[src/rtl/uart_frac_baud_gen.sv]
// Fractional baud-rate generator: 16x oversampling tick plus bit-rate tick for the APB UART.
// Define UART_BAUD_FRAC_EN to enable the eighth-step fractional accumulator.
module uart_frac_baud_gen (
  input  logic        PCLK,
  input  logic        aresetn,
  input  logic        baud_en,
  input  logic [12:0] baud_val,
  input  logic [2:0]  baud_val_fraction,
  output logic        baud_tick,
  output logic        xmit_tick
);

  logic [13:0] cnt_r;
  logic [3:0]  xcnt_r;
  logic        carry_s;
  logic [13:0] load_s;
  logic        reload_s;

`ifdef UART_BAUD_FRAC_EN
  logic [2:0] acc_r;
  logic [2:0] acc_nxt_s;

  // Fraction sum: overflow of the eighths accumulator stretches the next period by one cycle.
  always_comb begin
    {carry_s, acc_nxt_s} = {1'b0, acc_r} + {1'b0, baud_val_fraction};
  end

  // Accumulator advances only at reloads and forgets everything while idle.
  always_ff @(posedge PCLK or negedge aresetn) begin
    if (!aresetn) begin
      acc_r <= 3'd0;
    end else if (!baud_en) begin
      acc_r <= 3'd0;
    end else if (reload_s) begin
      acc_r <= acc_nxt_s;
    end else begin
      acc_r <= acc_r;
    end
  end
`else
  logic unused_fraction_s;

  assign carry_s           = 1'b0;
  assign unused_fraction_s = ^baud_val_fraction;
`endif

  assign reload_s = (cnt_r == 14'd0);
  // 14 bits so baud_val=8191 plus a carry loads 8192 without wrapping.
  assign load_s   = {1'b0, baud_val} + {13'd0, carry_s};

  // Period counter, tick counter and registered strobes.
  always_ff @(posedge PCLK or negedge aresetn) begin
    if (!aresetn) begin
      cnt_r     <= 14'd0;
      xcnt_r    <= 4'd0;
      baud_tick <= 1'b0;
      xmit_tick <= 1'b0;
    end else if (!baud_en) begin
      cnt_r     <= 14'd0;
      xcnt_r    <= 4'd0;
      baud_tick <= 1'b0;
      xmit_tick <= 1'b0;
    end else if (reload_s) begin
      cnt_r     <= load_s;
      xcnt_r    <= xcnt_r + 4'd1;
      baud_tick <= 1'b1;
      xmit_tick <= (xcnt_r == 4'd15);
    end else begin
      cnt_r     <= cnt_r - 14'd1;
      xcnt_r    <= xcnt_r;
      baud_tick <= 1'b0;
      xmit_tick <= 1'b0;
    end
  end

endmodule

[config.mk]
export PLATFORM = sky130hd
export DESIGN_NAME = uart_frac_baud_gen
export DESIGN_NICKNAME = d
export VERILOG_FILES = /design/src/rtl/uart_frac_baud_gen.sv
export SDC_FILE = /design/constraint.sdc
export NUM_CORES = 1
export LEC_CHECK = 0
export CORE_AREA = 4 4 64 66
export DETAILED_ROUTE_END_ITERATION = 8
export DIE_AREA = 0 0 68 70
export PLACE_DENSITY_LB_ADDON = 0.12
export SLEW_MARGIN = 20
export SYNTH_ARGS = -nofsm -noshare
export SYNTH_HDL_FRONTEND = slang
export SYNTH_SLANG_ARGS = --single-unit
[constraint.sdc]
create_clock -name PCLK -period 2 [get_ports PCLK]
set_clock_uncertainty 0.15 [all_clocks]
set_input_delay 0.2 -clock PCLK [delete_from_list [all_inputs] [get_ports PCLK]]
set_output_delay 0.2 -clock PCLK [all_outputs]
set_load 0.005 [all_outputs]
# After elaboration in Yosys (flattened, before gate mapping)
# Cells that the tools add are included.
dict set report totals {
  ff_bits 20
  output_inout_bits 2
  inputBits 19
  wordCells 17
}
dict set report op_classes {
  reduce_logical 1
  addsub 2
  eq_ne 2
  muxes 8
}
# operator n
set op_table {}
lappend op_table {{two-way mux 14 bit} 2}
lappend op_table {{logical NOT 14 bit} 1}
lappend op_table {{subtractor 14 x 1 -> 14 bit, second input constant} 1}
lappend op_table {{two-way mux 4 bit} 2}
lappend op_table {{adder 4 x 1 -> 4 bit, second input constant} 1}
lappend op_table {{equality test 4 bit, second input constant} 1}
lappend op_table {{two-way mux 1 bit} 4}
lappend op_table {{!= test 2 x 1 -> 1 bit, second input constant} 1}

# Longest topological paths before layout
# Gate-level depths: netlist of the first run.
dict set report logic_depth {
  word_depth 3
  mapped_depth 7
  ltp_nobuf 6
}

# Least setup slack after synthesis of the first run
# Ideal clock, no wire load.
dict set report synth_path {
  path_type {register to register}
  start {register cnt_r[0]}
  end {register xcnt_r[2]}
  synth_period_minus_slack_ns 1.859
  slack_ns 0.141
  setup_time_ns 0.137
  t_arrival_ns 1.572
  stages_incl_launch_ff 8
  path_buffers 1
  required_time_ns 1.713
  cell_sequence {dfrtp_1 > inv_1 > ha_1 > nor4b_2 > nand4b_2 > clkbuf_1 > o21ai_0 > a21oi_1}
}
dict set report synth_between {
  elab_chain_cells 2
}
# element line
set synth_rtl {}
lappend synth_rtl {{start, declared} 13} ;# logic [13:0] cnt_r;
lappend synth_rtl {{start signal, assigned} 64} ;# cnt_r <= load_s;
lappend synth_rtl {{start signal, assigned} 69} ;# cnt_r <= cnt_r - 14'd1;
lappend synth_rtl {{logical NOT 14 bit} 47} ;# assign reload_s = (cnt_r == 14'd0);
lappend synth_rtl {{!= test 2 x 1 -> 1 bit (no source line)} -}
lappend synth_rtl {{end signal, assigned} 65} ;# xcnt_r <= xcnt_r + 4'd1;
lappend synth_rtl {{end signal, assigned} 70} ;# xcnt_r <= xcnt_r;
lappend synth_rtl {{end, declared} 14} ;# logic [3:0] xcnt_r;
# Every way passes these cells.
# A chain may end at the register's enable or synchronous reset.

# Final worst setup path of the first run
dict set report layout_path {
  start {register cnt_r[5]}
  end {register cnt_r[13]}
}
dict set report layout_between {
  elab_chain_cells 3
  word_cells_on_any_way 4
  cone_classes {add/sub: 1; mux: 2; reduce/logical: 1}
}
# element line
set layout_rtl {}
lappend layout_rtl {{subtractor 14 x 1 -> 14 bit / logical NOT 14 bit (equally long branches)} {69, 47}}
lappend layout_rtl {{two-way mux 14 bit *} 63} ;# end else if (reload_s) begin
lappend layout_rtl {{two-way mux 14 bit *} 58} ;# end else if (!baud_en) begin
# Mark *: on every way between the ends. The rest lies on a longest branch, timed or not.

==> impl_metrics.yaml, run 1 <==
cts:
  cts_root_buffer: "clkbuf_4"
  clockBufferDepth: 2
  cts_inserted_buffers: 3
  h-tree-depth: 1
  cts.sinks: 20
  cts_setup_buffers: 0
  clk-insertion-delay-late_ns: 0.30
  cts.hold.buffers_added: 0
  cts_tree: "done"
  cts_resized: 0
  clkTransAtPathRegs_ns: 0.13
die:
  pin_count: 21
  start_util_pct: 29.2
  core_mm2: 0.00358
  dieHeight_um: 70
  num_rows: 22
  die_x_um: 68
  dieArea_mm2: 0.00476
placement:
  gp_congestion: 0.738
  place_ws_ns: 0.0591
  io_buffer_count: 17
  dp_hpwl_um: 1590
synthesis:
  seq_area_frac_synth_pct: 48.0
  syn-instance-count: 101
  synth_nets: 122
  ys_types: 28
  synthesis.area_mm2: 0.00104
  syn_avg_cell_area_um2: 10.3
  yosys_warnings: 0
  synth-seq-cells: 20
timing:
  fmax_mhz: 527
  period_share_pct: 94.9
  setup_tns_ns: 0
  slew_viol_final: 0
  hold_viol_final: 0
  worst_pin_slew_ns: 0.450
  setup_viol: 0
  period_needed_ns: 1.90
  setup_slack_ns: 0.101
  max-slew-margin-rel_pct: 69.7
  whs_ns: 0.0734
worst_setup_path:
  crit_arrival_ns: 1.94
  critPathKind: "flop to flop"
  critPathMaxFanout: 5
  worstPathRequired_ns: 2.05
  startpoint_type: "flop"
  rrSetupSlack_ns: 0.10
  rr_endpoint: "cnt_r[13]"
  rr_worst_depth: 4
  cp-end-kind: "flop"
  r2r_start: "cnt_r[5]"
pwr:
  p_switching_uw: 790
  clkPwrFrac_pct: 12.4
  powerDensity_mw_per_mm2: 1410
  swShare_pct: 40.2
  intPower_mw: 1.17
  p_seq_share_pct: 36.2
  leakagePower_nw: 0.591
  combPwrFrac_pct: 51.4
  max-vdd-ir-drop_uv: 515
global_routing:
  grt-ovfl-total: 0
  antenna_found_initial: 0
  grt_max_degree: 21
  grt_pass1_wl_um: 3790
  grt_pass1_vias: 853
  grt_usage_pct: 10.3
detailed_routing:
  vias_per_cell: 4.57
  wire_per_inst_um: 12.8
  totalWireLength_um: 2240
  via_count: 800
  drtPass1Iterations: 2
  dr.first_iter.drc_count: 30
  drc: 0
  ant_nets: 0
cells_and_area:
  layout_common_cells: "dfrtp_1, clkdlybuf4s50_1, nor2_1"
  nets: 149
  drive_above_1_share_pct: 20.5
  areaGrowthSynthToFinish_pct: 33.9
  multi_input_area_um2: 556
  seq_area_um2: 500
  layout_commonest_cell: "dfrtp_1"
  fin_util_pct: 39.1
  num-fill-cells: 373
  antenna_cells: 0
flow_run:
  drv_cap: 0
outcome:
  outcome: "finished, final reports clean"
worst_hold_path:
  hold_class: "input pin to asynchronous set/reset pin"
-- final cells by class --
cell class,instances,area share [%]
Multi-Input combinational cell,74,39.7
Clock buffer,4,2.60
Sequential cell,20,35.8
Tap cell,48,4.30
Timing Repair Buffer,25,16.5
Inverter,4,1.07
-- cells in the mapped netlist (all sizes together) --
library cell  number  share of area (%)
nor2              16                5.8
dfrtp             20                 48
o21ai              9                4.3
or2                1               0.60
o31ai              1               0.72
nand3              2               0.96
a21oi              7                3.4
a31o               1               0.84
xnor2              9                7.6
ha                 2                2.4
nor4               5                6.0
or3b               1               0.84
inv                4                1.4
or3                2                1.2
nor3               5                2.9
or4                2                2.2
a211oi             3                2.2
nand4b             1                1.4
mux2i              2                1.9
nand2              1               0.36
and4               1               0.84
clkbuf             2               0.72
xor2               1               0.84
nor4b              1                1.4
buf                1               0.48
a311oi             1               0.84
-- how the worst max path moves through the flow --
stage / start / cells after the start / slack, ns / end
final: cnt_r[5] / 4 / 0.10 / cnt_r[13]
after global routing: cnt_r[1] / 7 / -0.03 / xmit_tick
after CTS: cnt_r[1] / 6 / 0.04 / xcnt_r[3]
after detailed placement: cnt_r[1] / 7 / 0.06 / cnt_r[11]
after global placement: cnt_r[1] / 7 / 0.12 / xmit_tick
after floorplan: cnt_r[0] / 7 / 0.14 / xcnt_r[2]
-- critical path, cell delays in order (launching register included) --
cell,delay (ns)
dfrtp_1,0.49
or4_4,0.61
nor3_4,0.23
a21oi_1,0.10
a31o_1,0.21
-- logic make-up (layout without fill, tap and decap cells) --
family	after synthesis	count (layout)	share of synthesized area, %
flops	20	20	48.0
compound gates	22	22	12.2
fa+ha+maj	2	2	2.40
xor+xnor	10	10	8.39
buf+inv	7	33	2.64
mux	2	2	1.92
simple gates	38	38	24.5
-- state kept, by name, summed over array words and instances, names as in the netlist --
signal / flops
baud_tick: 1
cnt_r: 14
xcnt_r: 4
xmit_tick: 1
-- power groups by stage --
stage | sequential (mW) | clock [mW] | combinational, mW
2_1_floorplan | 0.676 | 0 | 0.697
3_3_place_gp | 0.693 | 0 | 0.930
3_5_place_dp | 0.698 | 0 | 0.934
4_1_cts | 0.689 | 0.256 | 0.940
5_1_grt | 0.735 | 0.269 | 1.14
6_report | 0.710 | 0.244 | 1.01
-- layer usage --
layer / wire (um) / global-route usage [%] / vias up
li1: - / - / 415
met1: 1090 / 14.0 / 372
met2: 1070 / 15.4 / 11
met3: 62 / 1.93 / 2
met4: 16 / 4.64 / 0
met5: 0 / 0 / -
-- per-stage QoR --
stage,cell area (um2),power [mW],cells
CTS,1360,1.89,175
global route,1400,2.14,175
detailed placement,1320,1.63,171
floorplan,1040,1.37,101
finish,1400,1.96,175
global placement,1320,1.62,171
No activity file was read; power rests on OpenSTA's default activity.
==> run 2: changes to the inputs <==
--- a/config.mk
+++ b/config.mk
@@ -5,9 +5,9 @@
 export SDC_FILE = /design/constraint.sdc
 export NUM_CORES = 1
 export LEC_CHECK = 0
-export CORE_AREA = 4 4 64 66
+export CORE_AREA = 3 3 70 59
 export DETAILED_ROUTE_END_ITERATION = 8
-export DIE_AREA = 0 0 68 70
+export DIE_AREA = 0 0 73 62
 export PLACE_DENSITY_LB_ADDON = 0.12
 export SLEW_MARGIN = 20
 export SYNTH_ARGS = -nofsm -noshare
==> run 2 against run 1 <==
Final cell count is 3.4% lower. Clock power grew 27%. Hold slack improved by 0.062 ns. Count of clock-buffer cells in the layout is the same. Core utilization is 2.1 points higher. Sequential share of layout area fell by 0.51 points. Non-clock buffer count unchanged. Global-route usage rose by 0.69 points. Setup slack better by 0.021 ns. Critical path type unchanged. Highest routed layer unchanged.
==> impl_metrics.yaml, run 2 (same netlist as run 1, synthesis figures left out) <==
detailed_routing:
  via_count: 816
  drc: 0
  wire_per_inst_um: 13.3
  dr.first_iter.drc_count: 35
  totalWireLength_um: 2250
  ant_nets: 0
  vias_per_cell: 4.83
  drtPass1Iterations: 2
cells_and_area:
  reg_top3: "cnt_r (14), xcnt_r (4)"
  drive_above_1_share_pct: 19.7
  areaGrowthSynthToFinish_pct: 35.9
  fin_util_pct: 41.1
  layout_common_cells: "dfrtp_1, clkdlybuf4s50_1, nor2_1"
  largest_reg_flops: 14
  layout_commonest_cell: "dfrtp_1"
  fin_cells: 169
  nets: 149
  largest-register: "cnt_r"
  num-fill-cells: 338
  antenna_cells: 0
cts:
  cts.sinks: 20
  h-tree-depth: 1
  cts_inserted_buffers: 3
  clkTransAtPathRegs_ns: 0.08
  cts_resized: 0
  cts_setup_buffers: 0
  clockBufferDepth: 2
  cts_tree: "done"
  clk-insertion-delay-late_ns: 0.26
  cts.hold.buffers_added: 0
  cts_root_buffer: "clkbuf_8"
timing:
  period_needed_ns: 1.88
  setup_viol: 0
  hold_viol_final: 0
  slew_viol_final: 0
  rsz0062_at_grt: "no"
  worst_pin_slew_ns: 0.448
  fmax_mhz: 533
  max-slew-margin-rel_pct: 69.9
  period_share_pct: 93.9
  setup_tns_ns: 0
placement:
  dp_hpwl_um: 1690
  dpl.cell_count: 165
  io_buffer_count: 17
  gp_congestion: 0.739
worst_setup_path:
  rr_worst_depth: 4
  slowest_delay_ns: 0.61
  startpoint_type: "flop"
  crit_arrival_ns: 1.87
  critPathKind: "flop to flop"
  path_cells: "or4_4 -> nor3_4 -> a21oi_1 -> a31o_1"
  critPathMaxFanout: 5
  cp-end-kind: "flop"
  crit_slowest_cell: "or4_4"
  worstPathRequired_ns: 2.00
die:
  dieArea_mm2: 0.00453
  pin_count: 21
  core_mm2: 0.00345
  num_rows: 19
  die_x_um: 73
  dieHeight_um: 62
  start_util_pct: 30.3
worst_hold_path:
  hold_class: "input pin to asynchronous set/reset pin"
outcome:
  outcome: "finished, final reports clean"
global_routing:
  antenna_found_initial: 0
  grt_max_degree: 21
  grt_usage_pct: 11.0
  grt_pass1_wl_um: 3750
  grt_pass1_vias: 841
  grt-ovfl-total: 0
pwr:
  powerDensity_mw_per_mm2: 1450
  max-vdd-ir-drop_uv: 568
  leakagePower_nw: 0.600
flow_run:
  drv_cap: 0
## run 2: cell counts in the layout (fill, tap and decap cells not counted)
No cell type changed its count.
## run 2: where the power goes
part	internal, mW	switching, mW
Clock	0.175	0.135
Combinational	0.547	0.488
Sequential	0.533	0.181
Total	1.26	0.804
## run 2: area by class of cell
type / count / area, um2 / area share, %
tap: 42 / 52.6 / 3.71
multi-input combinational: 74 / 561 / 39.5
timing repair buffer: 25 / 234 / 16.5
clock buffer: 4 / 55.1 / 3.88
sequential: 20 / 500 / 35.3
inverter: 4 / 15.0 / 1.06
## run 2: path summary, 6_finish.rpt
check / from / end / slack, ns
max: cnt_r[5] / cnt_r[13] / 0.12
min in group PCLK: baud_val[2] / cnt_r[2] / 0.37
max reg2reg: cnt_r[5] / cnt_r[13] / 0.12
max in group asynchronous: aresetn / baud_tick / 1.35
min reg2reg: xcnt_r[1] / xcnt_r[1] / 0.41
min: aresetn / cnt_r[9] / 0.14
## run 2: worst max-delay path, delay by kind of cell, from the launching register on
kind             cells  cell delay, ns
AND/OR/NAND/NOR      2            0.84
flip-flops           1            0.46
AO/OA/AOI/OAI        2            0.31
## run 2: per-layer routing
metal / track usage, % / up-vias / wire length, um
met4: 1.58 / 0 / 8
met5: 0 / - / 0
li1: - / 414 / -
met3: 4.50 / 2 / 85
met1: 13.3 / 388 / 1090
met2: 18.9 / 12 / 1070
## run 2: per-stage QoR
stage	total power [mW]	worst slack [ns]	cell area (um2)	hold WS, ns
2_1_floorplan	1.37	0.141	1040	-0.246
3_3_place_gp	1.62	0.108	1310	0.383
3_5_place_dp	1.65	0.0480	1310	0.399
4_1_cts	1.97	0.00955	1370	0.140
5_1_grt	2.22	0.0300	1420	0.155
6_report	2.06	0.123	1420	0.135
